File: src/rtl/alu_muldiv_seq_if.sv
// Request/response bundle between the execute-stage datapath and the
// multiply/divide sequencer.
interface alu_muldiv_seq_if #(
    parameter int WIDTH = 32
);
    logic             start;
    logic [1:0]       op;
    logic [WIDTH-1:0] rs1;
    logic [WIDTH-1:0] rs2;
    logic             busy;
    logic             done;
    logic [WIDTH-1:0] result;

    modport master (
        output start, op, rs1, rs2,
        input  busy, done, result
    );

    modport slave (
        input  start, op, rs1, rs2,
        output busy, done, result
    );
endinterface

File: src/rtl/alu_muldiv_seq.sv
// Iterative unsigned MUL/MULHU/DIVU/REMU sequencer that borrows the shared ALU
// for one add per cycle and passes datapath operands through when it is idle.
module alu_muldiv_seq #(
    parameter int WIDTH = 32,
    parameter int CNT_W = 5
) (
    input  logic             clk,
    input  logic             rst,
    alu_muldiv_seq_if.slave  bus,
    input  logic [WIDTH-1:0] dp_a,
    input  logic [WIDTH-1:0] dp_b,
    input  logic [3:0]       dp_fs,
    input  logic             dp_c0,
    output logic [WIDTH-1:0] alu_a,
    output logic [WIDTH-1:0] alu_b,
    output logic [3:0]       alu_fs,
    output logic             alu_c0,
    input  logic [WIDTH-1:0] alu_f,
    input  logic [3:0]       alu_status
);
    typedef enum logic [1:0] {
        IDLE,
        RUN,
        DONE
    } state_t;

    localparam logic [3:0] FS_ADD = 4'd4;

    state_t           state;
    logic [CNT_W-1:0] cnt;
    logic [WIDTH-1:0] hi;
    logic [WIDTH-1:0] lo;
    logic [WIDTH-1:0] opnd;
    logic [1:0]       op_q;
    logic [WIDTH-1:0] result_q;
    logic             busy_q;
    logic             done_q;

    logic [WIDTH-1:0] rem_shift;
    logic [WIDTH-1:0] hi_nxt;
    logic [WIDTH-1:0] lo_nxt;
    logic             carry;
    logic             sub_ok;
    logic             unused_flags;

    assign carry        = alu_status[2];
    assign unused_flags = ^{alu_status[3], alu_status[1:0]};
    assign rem_shift    = {hi[WIDTH-2:0], lo[WIDTH-1]};
    // A set hi[31] means the shifted remainder exceeds 32 bits, so it always covers the divisor.
    assign sub_ok       = hi[WIDTH-1] | carry;

    assign bus.busy   = busy_q;
    assign bus.done   = done_q;
    assign bus.result = result_q;

    always_comb begin
        alu_a  = dp_a;
        alu_b  = dp_b;
        alu_fs = dp_fs;
        alu_c0 = dp_c0;
        if (state == RUN) begin
            alu_fs = FS_ADD;
            if (!op_q[1]) begin
                alu_a  = hi;
                alu_b  = lo[0] ? opnd : '0;
                alu_c0 = 1'b0;
            end else begin
                alu_a  = rem_shift;
                alu_b  = ~opnd;
                alu_c0 = 1'b1;
            end
        end
    end

    always_comb begin
        hi_nxt = hi;
        lo_nxt = lo;
        if (!op_q[1]) begin
            hi_nxt = {carry, alu_f[WIDTH-1:1]};
            lo_nxt = {alu_f[0], lo[WIDTH-1:1]};
        end else begin
            hi_nxt = sub_ok ? alu_f : rem_shift;
            lo_nxt = {lo[WIDTH-2:0], sub_ok};
        end
    end

    always_ff @(posedge clk) begin
        if (rst) begin
            state    <= IDLE;
            cnt      <= '0;
            hi       <= '0;
            lo       <= '0;
            opnd     <= '0;
            op_q     <= '0;
            result_q <= '0;
            busy_q   <= 1'b0;
            done_q   <= 1'b0;
        end else begin
            case (state)
                IDLE: begin
                    if (bus.start) begin
                        op_q   <= bus.op;
                        hi     <= '0;
                        lo     <= bus.rs1;
                        opnd   <= bus.rs2;
                        cnt    <= '0;
                        busy_q <= 1'b1;
                        state  <= RUN;
                    end
                end
                RUN: begin
                    hi  <= hi_nxt;
                    lo  <= lo_nxt;
                    cnt <= cnt + CNT_W'(1);
                    // MULHU and REMU (op bit 0 set) live in hi, MUL and DIVU in lo.
                    if (cnt == CNT_W'(WIDTH - 1)) begin
                        result_q <= op_q[0] ? hi_nxt : lo_nxt;
                        done_q   <= 1'b1;
                        state    <= DONE;
                    end
                end
                DONE: begin
                    busy_q <= 1'b0;
                    done_q <= 1'b0;
                    state  <= IDLE;
                end
                default: begin
                    busy_q <= 1'b0;
                    done_q <= 1'b0;
                    state  <= IDLE;
                end
            endcase
        end
    end
endmodule

File: src/flat_wrapper.sv
// flat-port wrapper written by rule: the top's interface ports become plain ports
module alu_muldiv_seq_flat 
#(
    parameter int WIDTH = 32,
    parameter int CNT_W = 5
)
  (clk, rst, dp_a, dp_b, dp_fs, dp_c0, alu_a, alu_b, alu_fs, alu_c0, alu_f, alu_status, bus_start, bus_op, bus_rs1, bus_rs2, bus_busy, bus_done, bus_result);
  alu_muldiv_seq_if #(.WIDTH(WIDTH)) bus_i ();
  input  logic clk;
  input  logic rst;
  input  logic [WIDTH-1:0] dp_a;
  input  logic [WIDTH-1:0] dp_b;
  input  logic [3:0] dp_fs;
  input  logic dp_c0;
  output logic [WIDTH-1:0] alu_a;
  output logic [WIDTH-1:0] alu_b;
  output logic [3:0] alu_fs;
  output logic alu_c0;
  input  logic [WIDTH-1:0] alu_f;
  input  logic [3:0] alu_status;
  input wire logic [$bits(bus_i.start)-1:0] bus_start;
  input wire logic [$bits(bus_i.op)-1:0] bus_op;
  input wire logic [$bits(bus_i.rs1)-1:0] bus_rs1;
  input wire logic [$bits(bus_i.rs2)-1:0] bus_rs2;
  output wire logic [$bits(bus_i.busy)-1:0] bus_busy;
  output wire logic [$bits(bus_i.done)-1:0] bus_done;
  output wire logic [$bits(bus_i.result)-1:0] bus_result;
  assign bus_i.start = bus_start;
  assign bus_i.op = bus_op;
  assign bus_i.rs1 = bus_rs1;
  assign bus_i.rs2 = bus_rs2;
  assign bus_busy = bus_i.busy;
  assign bus_done = bus_i.done;
  assign bus_result = bus_i.result;
  alu_muldiv_seq #(.WIDTH(WIDTH), .CNT_W(CNT_W)) u_core (.clk(clk), .rst(rst), .bus(bus_i), .dp_a(dp_a), .dp_b(dp_b), .dp_fs(dp_fs), .dp_c0(dp_c0), .alu_a(alu_a), .alu_b(alu_b), .alu_fs(alu_fs), .alu_c0(alu_c0), .alu_f(alu_f), .alu_status(alu_status));
endmodule
File: config.mk
export PLATFORM = sky130hd
export DESIGN_NAME = alu_muldiv_seq_flat
export DESIGN_NICKNAME = d
export VERILOG_FILES = /design/src/rtl/alu_muldiv_seq_if.sv /design/src/rtl/alu_muldiv_seq.sv /design/src/flat_wrapper.sv
export SDC_FILE = /design/constraint.sdc
export NUM_CORES = 1
export LEC_CHECK = 0
export ABC_AREA = 1
export BUFFER_PORTS_ARGS = -buffer_cell sky130_fd_sc_hd__buf_2
export CAP_MARGIN = 20
export CORE_AREA = 2 2 129 131
export DETAILED_ROUTE_END_ITERATION = 7
export DIE_AREA = 0 0 131 133
export GPL_ROUTABILITY_DRIVEN = 0
export GPL_TIMING_DRIVEN = 0
export PLACE_DENSITY = 0.91
export RECOVER_POWER = 100
export SLEW_MARGIN = 20
export SYNTH_ARGS = -nofsm -noshare
export SYNTH_HDL_FRONTEND = slang
export SYNTH_SLANG_ARGS = --single-unit
File: constraint.sdc
create_clock -name clk -period 2.2 [get_ports clk]
set_input_delay 0.22 -clock clk [delete_from_list [all_inputs] [get_ports clk]]
set_output_delay 0.22 -clock clk [all_outputs]
set_load 0.02 [all_outputs]
==> results by group, run 1 <==
Worst setup path
  – Crit path max fanout: 10
  – WS Path Type: reg2out
  – CP Cell Sequence: inv_2 > buf_6 > nand2_4 > buf_4 > a21oi_1 > o21ai_0 > nand2_1 > buf_6
  – CP startpoint kind: flop
  – Most frequent cell on the critical path: buf_6
  – Worst Path Required: 1.98 ns
  – Setup crit end kind: output pin
  – Worst path bufs/invs: 4
  – Slowest cell on crit path: dfxtp_4
  – Crit-path max cell delay: 0.38 ns
  – Critical path's top delay family: buffers and inverters
  – CP Data Arrival Time: 1.94 ns

CTS
  – Clock latency on the worst-skew pair: 0.43 ns
  – Reg clk slew, reported paths: 0.06 ns
  – Clock sinks: 139
  – CTS Buffer Depth: 2
  – CTS hold repair buffers: 0
  – Htree depth: 4
  – CTS tree: yes
  – Num CTS Buffers: 17
  – Clk root buf: clkbuf_16

STA
  – Tcrit/Tclk final: 98.22%
  – F_max: 462.8 MHz
  – Clk_skew: 0.01234 ns
  – Setup violators final: 0
  – Max-slew violations: 0
  – Worst-margin pin slew: 0.7220 ns
  – Hold Vio Cnt, Final: 0
  – Period minus WS final: 2.161 ns
  – Relative slew slack: 51.87%

Placed design
  – Post-DP HPWL: 22090 um
  – Buffers on Ports: 273

Pwr
  – P_int: 0.005198 W
  – Sw Ratio: 31.61%
  – P_sw: 0.002402 W
  – PD cells: 736.4 mW/mm^2
  – Clock power share: 41.2%
  – Total design power: 0.007600 W
  – Leakage power: 5.143 nW
  – Gate power share: 22.5%
  – Register share of total power: 36.3%
  – VDD IR-drop max: 0.6540 mV

Yosys
  – Synth warn: 0
  – Largest cells by area after synthesis: dfxtp_1 (35%), nand2_1 (23%), a21oi_1 (8.8%)
  – Mapped Area: 0.007976 sq mm
  – Cell taking the most area after synthesis: dfxtp_1
  – Post-synthesis cell count: 1340
  – Syn nets: 1516
  – Post-synth cell types: 21
  – Post-synthesis sequential area ratio: 34.89%
  – Syn Area/Cell: 5.953 sq um
  – Synth Register Bits: 139
  – Top cell type's share of synthesized area: 34.89%

Floorplan
  – DIE AREA: 0.01742 sq mm
  – Die height: 133 um
  – Total core area: 0.01617 sq mm
  – Starting Density: 49.32%
  – Die X: 131 um
  – Site Rows: 47
  – Io pins: 277

Global routing
  – Initial antenna violation count: 2
  – Total GRT Usage: 33.38%
  – GRT overflow: 0
  – Largest net degree at the start of global routing: 20
  – Global-route wire length before repair: 45730 um
  – Vias in the first global route: 9374

Drt
  – WL met3: 3377 um
  – DRC Markers: 0
  – Highest metal used: met4
  – First-pass iteration count of the detailed router: 5
  – DRT met1 WL: 11100 um
  – DRT Wirelength: 29870 um
  – Vias post-DR: 10327
  – First-iteration detailed-routing DRC count: 1242
  – Mean routed wirelength per cell: 15.98 um
  – Routed wire length on met2: 13880 um
  – ANT nets after route: 0
  – Drt via density: 5.525

Final layout
  – Share of post-route cells with drive strength above 1: 19.37%
  – Nets: 1811
  – Area Growth Syn to Fin: 29.38%
  – Fin util: 63.81%
  – Fillers: 1446

Flow run
  – # Max-Cap Violations: 0

Hold path
  – Worst Hold Class: in2reg

Run status
  – Outcome: finished, final reports clean
==> cell usage in the layout (no fill, tap or decap), types with 2 or more instances in the layout <==
cell type | synthesis | routed
bufinv_16 | 0 | 4
clkbuf_8 | 0 | 3
nor3_1 | 2 | 2
diode_2 | 0 | 2
a21oi_1 | 140 | 140
buf_2 | 36 | 200
clkbuf_16 | 0 | 17
nand3_1 | 100 | 100
clkinvlp_4 | 0 | 3
inv_2 | 5 | 4
clkinv_2 | 0 | 3
ha_1 | 2 | 2
clkbuf_2 | 0 | 54
buf_1 | 9 | 5
clkbuf_4 | 0 | 3
buf_4 | 3 | 11
dfxtp_1 | 139 | 137
clkbuf_1 | 50 | 96
inv_1 | 121 | 121
nand2_1 | 490 | 488
o21ai_0 | 132 | 131
o211ai_1 | 29 | 29
nor2_1 | 74 | 76
or2_2 | 2 | 2
buf_6 | 0 | 3
==> per-layer routing <==
layer	track usage, %	up-vias
met2	54.46	739
met5	0	-
li1	-	4876
met4	17.32	0
met1	39.99	4572
met3	8.775	140
==> cells in the mapped netlist (all sizes together) <==
library cell,instances
a21oi,140
a31o,1
buf,48
clkbuf,50
dfxtp,139
ha,2
inv,126
nand2,491
nand3,100
nor2,77
nor3,2
o211ai,29
o21ai,132
o311ai,1
or2,2
==> worst min-delay path, cell delays in order <==
cell    delay [ns]
buf_2         0.07
nor2_1        0.03
nor2_1        0.08
==> sequential cells by signal (all words and copies together), names as in the netlist, 2 cells and up <==
| signal | count |
|---|---|
| u_core.opnd | 32 |
| u_core.lo | 32 |
| u_core.hi | 32 |
| u_core.cnt | 5 |
| u_core.state | 2 |
| u_core.bus.result | 32 |
| u_core.op_q | 2 |
==> what timing repair did <==
| action | CTS | global route |
|---|---|---|
| setup buffers | 0 | 4 |
| setup endpoints to repair | 67 | 63 |
| pin swaps | 1 | 2 |
| cloned | 0 | 0 |
| resized for setup | 32 | 25 |
==> through the flow <==
| stage | std cells | hold slack (ns) | area [sq um] | setup WS (ns) | TNS (ns) |
|---|---|---|---|---|---|
| 6_report | 1869 | 0.01297 | 10320 | 0.03916 | 0 |
| 5_1_grt | 1868 | 0.02000 | 10320 | -0.01111 | -0.01885 |
| 4_1_cts | 1863 | 0.01585 | 10320 | 0.002916 | 0 |
| 3_5_place_dp | 1833 | 0.4469 | 9618 | -0.02823 | -0.03514 |
| 3_3_place_gp | 1833 | 0.4462 | 9618 | 0.02686 | 0 |
| 2_1_floorplan | 1340 | 0.3036 | 7976 | 0.3509 | 0 |
==> cell families (layout without fill, tap and decap cells) <==
group,Yosys count,in the layout,synth area share [%]
adders and majority gates,2,2,0.3137
and+or+nand+nor,672,672,33.54
DFF,139,139,34.89
AOI/OAI and AO/OA,303,303,20.02
other,0,2,0
buffers and inverters,224,531,11.25
==> final timing paths <==
path,from,end,slack (ns),cells past startpoint
worst max-delay path,u_core.op_q[1]$_SDFFE_PP0P_,alu_b[29],0.04,8
worst min-delay path,bus_rs2[12],u_core.opnd[12]$_SDFFE_PP0P_,0.01,3
worst max register to register,u_core.state[1]$_SDFFE_PP0P_,u_core.hi[22]$_SDFFE_PP0P_,0.09,8
worst min register to register,u_core.state[1]$_SDFFE_PP0P_,u_core.bus.busy$_SDFFE_PP0P_,0.48,1
==> layout make-up <==
type	instances	area, sq um	area share (%)
multi-input combinational	977	4314	41.80
sequential	139	2788	27.01
tap	220	275.3	2.667
clock inverter	11	166.4	1.613
timing repair buffer	277	1353	13.11
antenna	2	5.005	0.04850
clock buffer	20	466.7	4.522
buffer	97	471.7	4.571
inverter	126	480.5	4.656
==> power groups by stage <==
stage	Sequential, W	Clock, W	Combinational [W]
floorplan	0.00278	0	0.00104
global route	0.00277	0.00321	0.00188
detailed placement	0.00280	0	0.00162
CTS	0.00275	0.00310	0.00167
global placement	0.00280	0	0.00160
finish	0.00276	0.00313	0.00171
(Power assumes the default switching activity.)
==> run 2: changes to the inputs <==
- clock period: 2.2 -> 2.03 ns (I/O delays scaled with it)
==> run 2 against run 1 <==
Effect of this change:
- the run now ends with hold timing left
- largest cell class unchanged
- critical path depth down 1
- sequential power is 8.3% higher
- cell count grew 0.54%
- setup slack got worse by 0.035 ns
- critical path type unchanged
- clock-buffer cell count is the same
==> results by group, run 2 (same netlist as run 1, synthesis figures left out) <==
STA
  – RSZ-0062 raised after global routing: yes
  – Relative slew slack: 61.01% (+9.1 points)
  – Period minus WS final: 2.026 ns
  – Final WS setup: 0.003947 ns (-0.03521 ns)
  – Hold Vio Cnt, Final: 6 (+6)
  – Max-slew violations: 0 (unchanged)
  – Setup violators final: 0 (unchanged)
  – Tcrit/Tclk final: 99.81%
  – Final hold slack: -0.007158 ns (-0.02013 ns)
  – F_max: 493.6 MHz
  – Worst-margin pin slew: 0.5848 ns (-0.1372 ns)
  – Clk_skew: 0.009889 ns (-0.002451 ns)

CTS
  – Clock latency on the worst-skew pair: 0.44 ns (about the same)
  – CTS tree: yes
  – Clk root buf: clkbuf_16
  – Clock sinks: 139 (unchanged)
  – CTS Buffer Depth: 2 (unchanged)
  – Htree depth: 4 (unchanged)
  – Reg clk slew, reported paths: 0.06 ns (about the same)
  – Num CTS Buffers: 17 (unchanged)

Global routing
  – Total GRT Usage: 33.80% (+0.42 points)
  – Initial antenna violation count: 2 (unchanged)
  – Global-route wire length before repair: 46260 um (+1.2%)
  – Largest net degree at the start of global routing: 20 (unchanged)
  – GRT overflow: 0 (unchanged)
  – Vias in the first global route: 9480 (+1.1%)

Final layout
  – Share of post-route cells with drive strength above 1: 21.24% (+1.9 points)
  – Most common cell after layout, fill and taps aside: nand2_1
  – Non-filler cells, final: 1879 (+0.54%)
  – Finished Cell Area: 0.01060 sq mm (+2.7%)
  – Commonest non-fill, non-tap cells in the layout: nand2_1 (487), buf_2 (215), dfxtp_1 (136), a21oi_1 (135), inv_1 (120)
  – Area Growth Syn to Fin: 32.83%
  – Fillers: 1383 (-4.4%)
  – Nets: 1821 (+0.55%)

Drt
  – Vias post-DR: 10509 (+1.8%)
  – DRC Markers: 0 (unchanged)
  – Mean routed wirelength per cell: 16.35 um (+2.3%)
  – DRT Wirelength: 30730 um (+2.9%)
  – ANT nets after route: 0 (unchanged)
  – First-pass iteration count of the detailed router: 8 (+3)
  – First-iteration detailed-routing DRC count: 1337 (+7.6%)
  – Drt via density: 5.593 (+1.2%)

Worst setup path
  – Critical path's top delay family: buffers and inverters
  – CP Cell Sequence: inv_4 > nand2_8 > clkinv_8 > nand2_4 > buf_8 > o211ai_1 > buf_2
  – Worst path bufs/invs: 4 (unchanged)
  – Crit path max fanout: 10 (unchanged)
  – Slowest cell on crit path: dfxtp_4
  – CP startpoint kind: flop
  – Crit Reg-Reg Startpoint: u_core.state[1]$_SDFFE_PP0P_
  – Worst setup path startpoint: u_core.state[1]$_SDFFE_PP0P_
  – WS Path Type: reg2out
  – CP Data Arrival Time: 1.82 ns (-0.12 ns)
  – Setup crit end kind: output pin
  – Crit-path max cell delay: 0.35 ns (-0.03 ns)
  – Worst Path Required: 1.83 ns (-0.15 ns)

Placed design
  – Placed Area: 0.009618 sq mm (unchanged)
  – Buffers on Ports: 273 (unchanged)
  – Worst slack at placement: -0.1812 ns (-0.1530 ns)
  – Post-DP HPWL: 22090 um (unchanged)
  – Placed Instances: 1833 (unchanged)

Pwr
  – Leakage power: 5.285 nW (+2.8%)
  – P_int: 0.005704 W (+9.7%)
  – Clock power share: 40.6% (-0.6 points)
  – VDD IR-drop max: 0.7327 mV (+12%)
  – Gate power share: 23.5% (+1.0 points)
  – PD cells: 787.4 mW/mm^2 (+6.9%)
  – P_sw: 0.002638 W (+9.8%)
  – Register share of total power: 35.9% (-0.4 points)
  – Sw Ratio: 31.63% (about the same)

Floorplan
  – Die X: 131 um (unchanged)
  – Io pins: 277 (unchanged)
  – Starting Density: 49.32% (unchanged)
  – DIE AREA: 0.01742 sq mm (unchanged)
  – Site Rows: 47 (unchanged)
  – Die height: 133 um (unchanged)
  – Total core area: 0.01617 sq mm (unchanged)

Flow run
  – # Max-Cap Violations: 0 (unchanged)

Run status
  – Failing checks: hold timing
  – Outcome: finished with violations

Hold path
  – Hold wc startpoint: bus_rs2[15]
  – Worst Hold Class: in2reg
==> run 2: final timing paths <==
kind	end	slack, ns	depth (start not counted)
setup reg to reg	u_core.hi[22]$_SDFFE_PP0P_	0.03	9
hold / removal	u_core.opnd[15]$_SDFFE_PP0P_	-0.007	3
setup / recovery	alu_a[2]	0.004	7
hold reg to reg	u_core.bus.busy$_SDFFE_PP0P_	0.46	1
==> run 2: metrics by stage <==
| step | hold WS (ns) | setup TNS, ns | power, W | utilization, % |
|---|---|---|---|---|
| floorplan | 0.2866 | 0 | 0.004136 | - |
| global placement | 0.4292 | -1.130 | 0.004762 | 59.47 |
| detailed placement | 0.4299 | -1.729 | 0.004799 | 59.47 |
| CTS | 0.000003858 | -0.04548 | 0.008185 | 64.71 |
| global route | 0.004981 | -0.1856 | 0.008627 | 65.50 |
| finish | -0.007158 | 0 | 0.008343 | 65.52 |
==> run 2: per-layer routing <==
metal / up-vias / track usage, % / share of wire (%)
met3: 155 / 9.260 / 12
met2: 792 / 54.95 / 46
met5: - / 0 / 0
met4: 0 / 17.32 / 5.8
li1: 4894 / - / -
met1: 4668 / 40.53 / 37
==> run 2: timing repair <==
action / 4_1_cts / 5_1_grt
hold buffers: 3 / 0
endpoints found under the setup margin: 76 / 87
cloned: 0 / 1
pin swaps: 2 / 6
setup buffers: 6 / 5
hold endpoints to repair: 3 / 0
resized for setup: 59 / 72
==> run 2: layout make-up <==
class / instances / area, sq um / share of cell area (%)
Multi-Input combinational cell: 977 / 4350 / 41.06
Antenna cell: 2 / 5.005 / 0.04724
Tap cell: 220 / 275.3 / 2.598
Clock buffer: 20 / 466.7 / 4.405
Clock inverter: 11 / 166.4 / 1.571
Inverter: 126 / 488.0 / 4.606
Timing Repair Buffer: 288 / 1514 / 14.29
Buffer: 96 / 538.0 / 5.078
Sequential cell: 139 / 2791 / 26.35
==> run 2: worst register-to-register path, stage by stage (launching register included) <==
cell      delay, ns
dfxtp_4        0.36
inv_4          0.05
nand2_8        0.13
clkinv_8       0.09
clkbuf_1       0.17
nor2_2         0.40
buf_4          0.29
buf_4          0.20
nand2_1        0.07
a21oi_1        0.16
==> run 2: power by group through the flow <==
stage / Clock, W / Combinational [W] / Sequential [W]
5_1_grt: 0.00349 / 0.00213 / 0.00301
3_5_place_dp: 0 / 0.00176 / 0.00304
6_report: 0.00339 / 0.00196 / 0.00299
3_3_place_gp: 0 / 0.00173 / 0.00303
4_1_cts: 0.00336 / 0.00184 / 0.00298
2_1_floorplan: 0 / 0.00113 / 0.00301
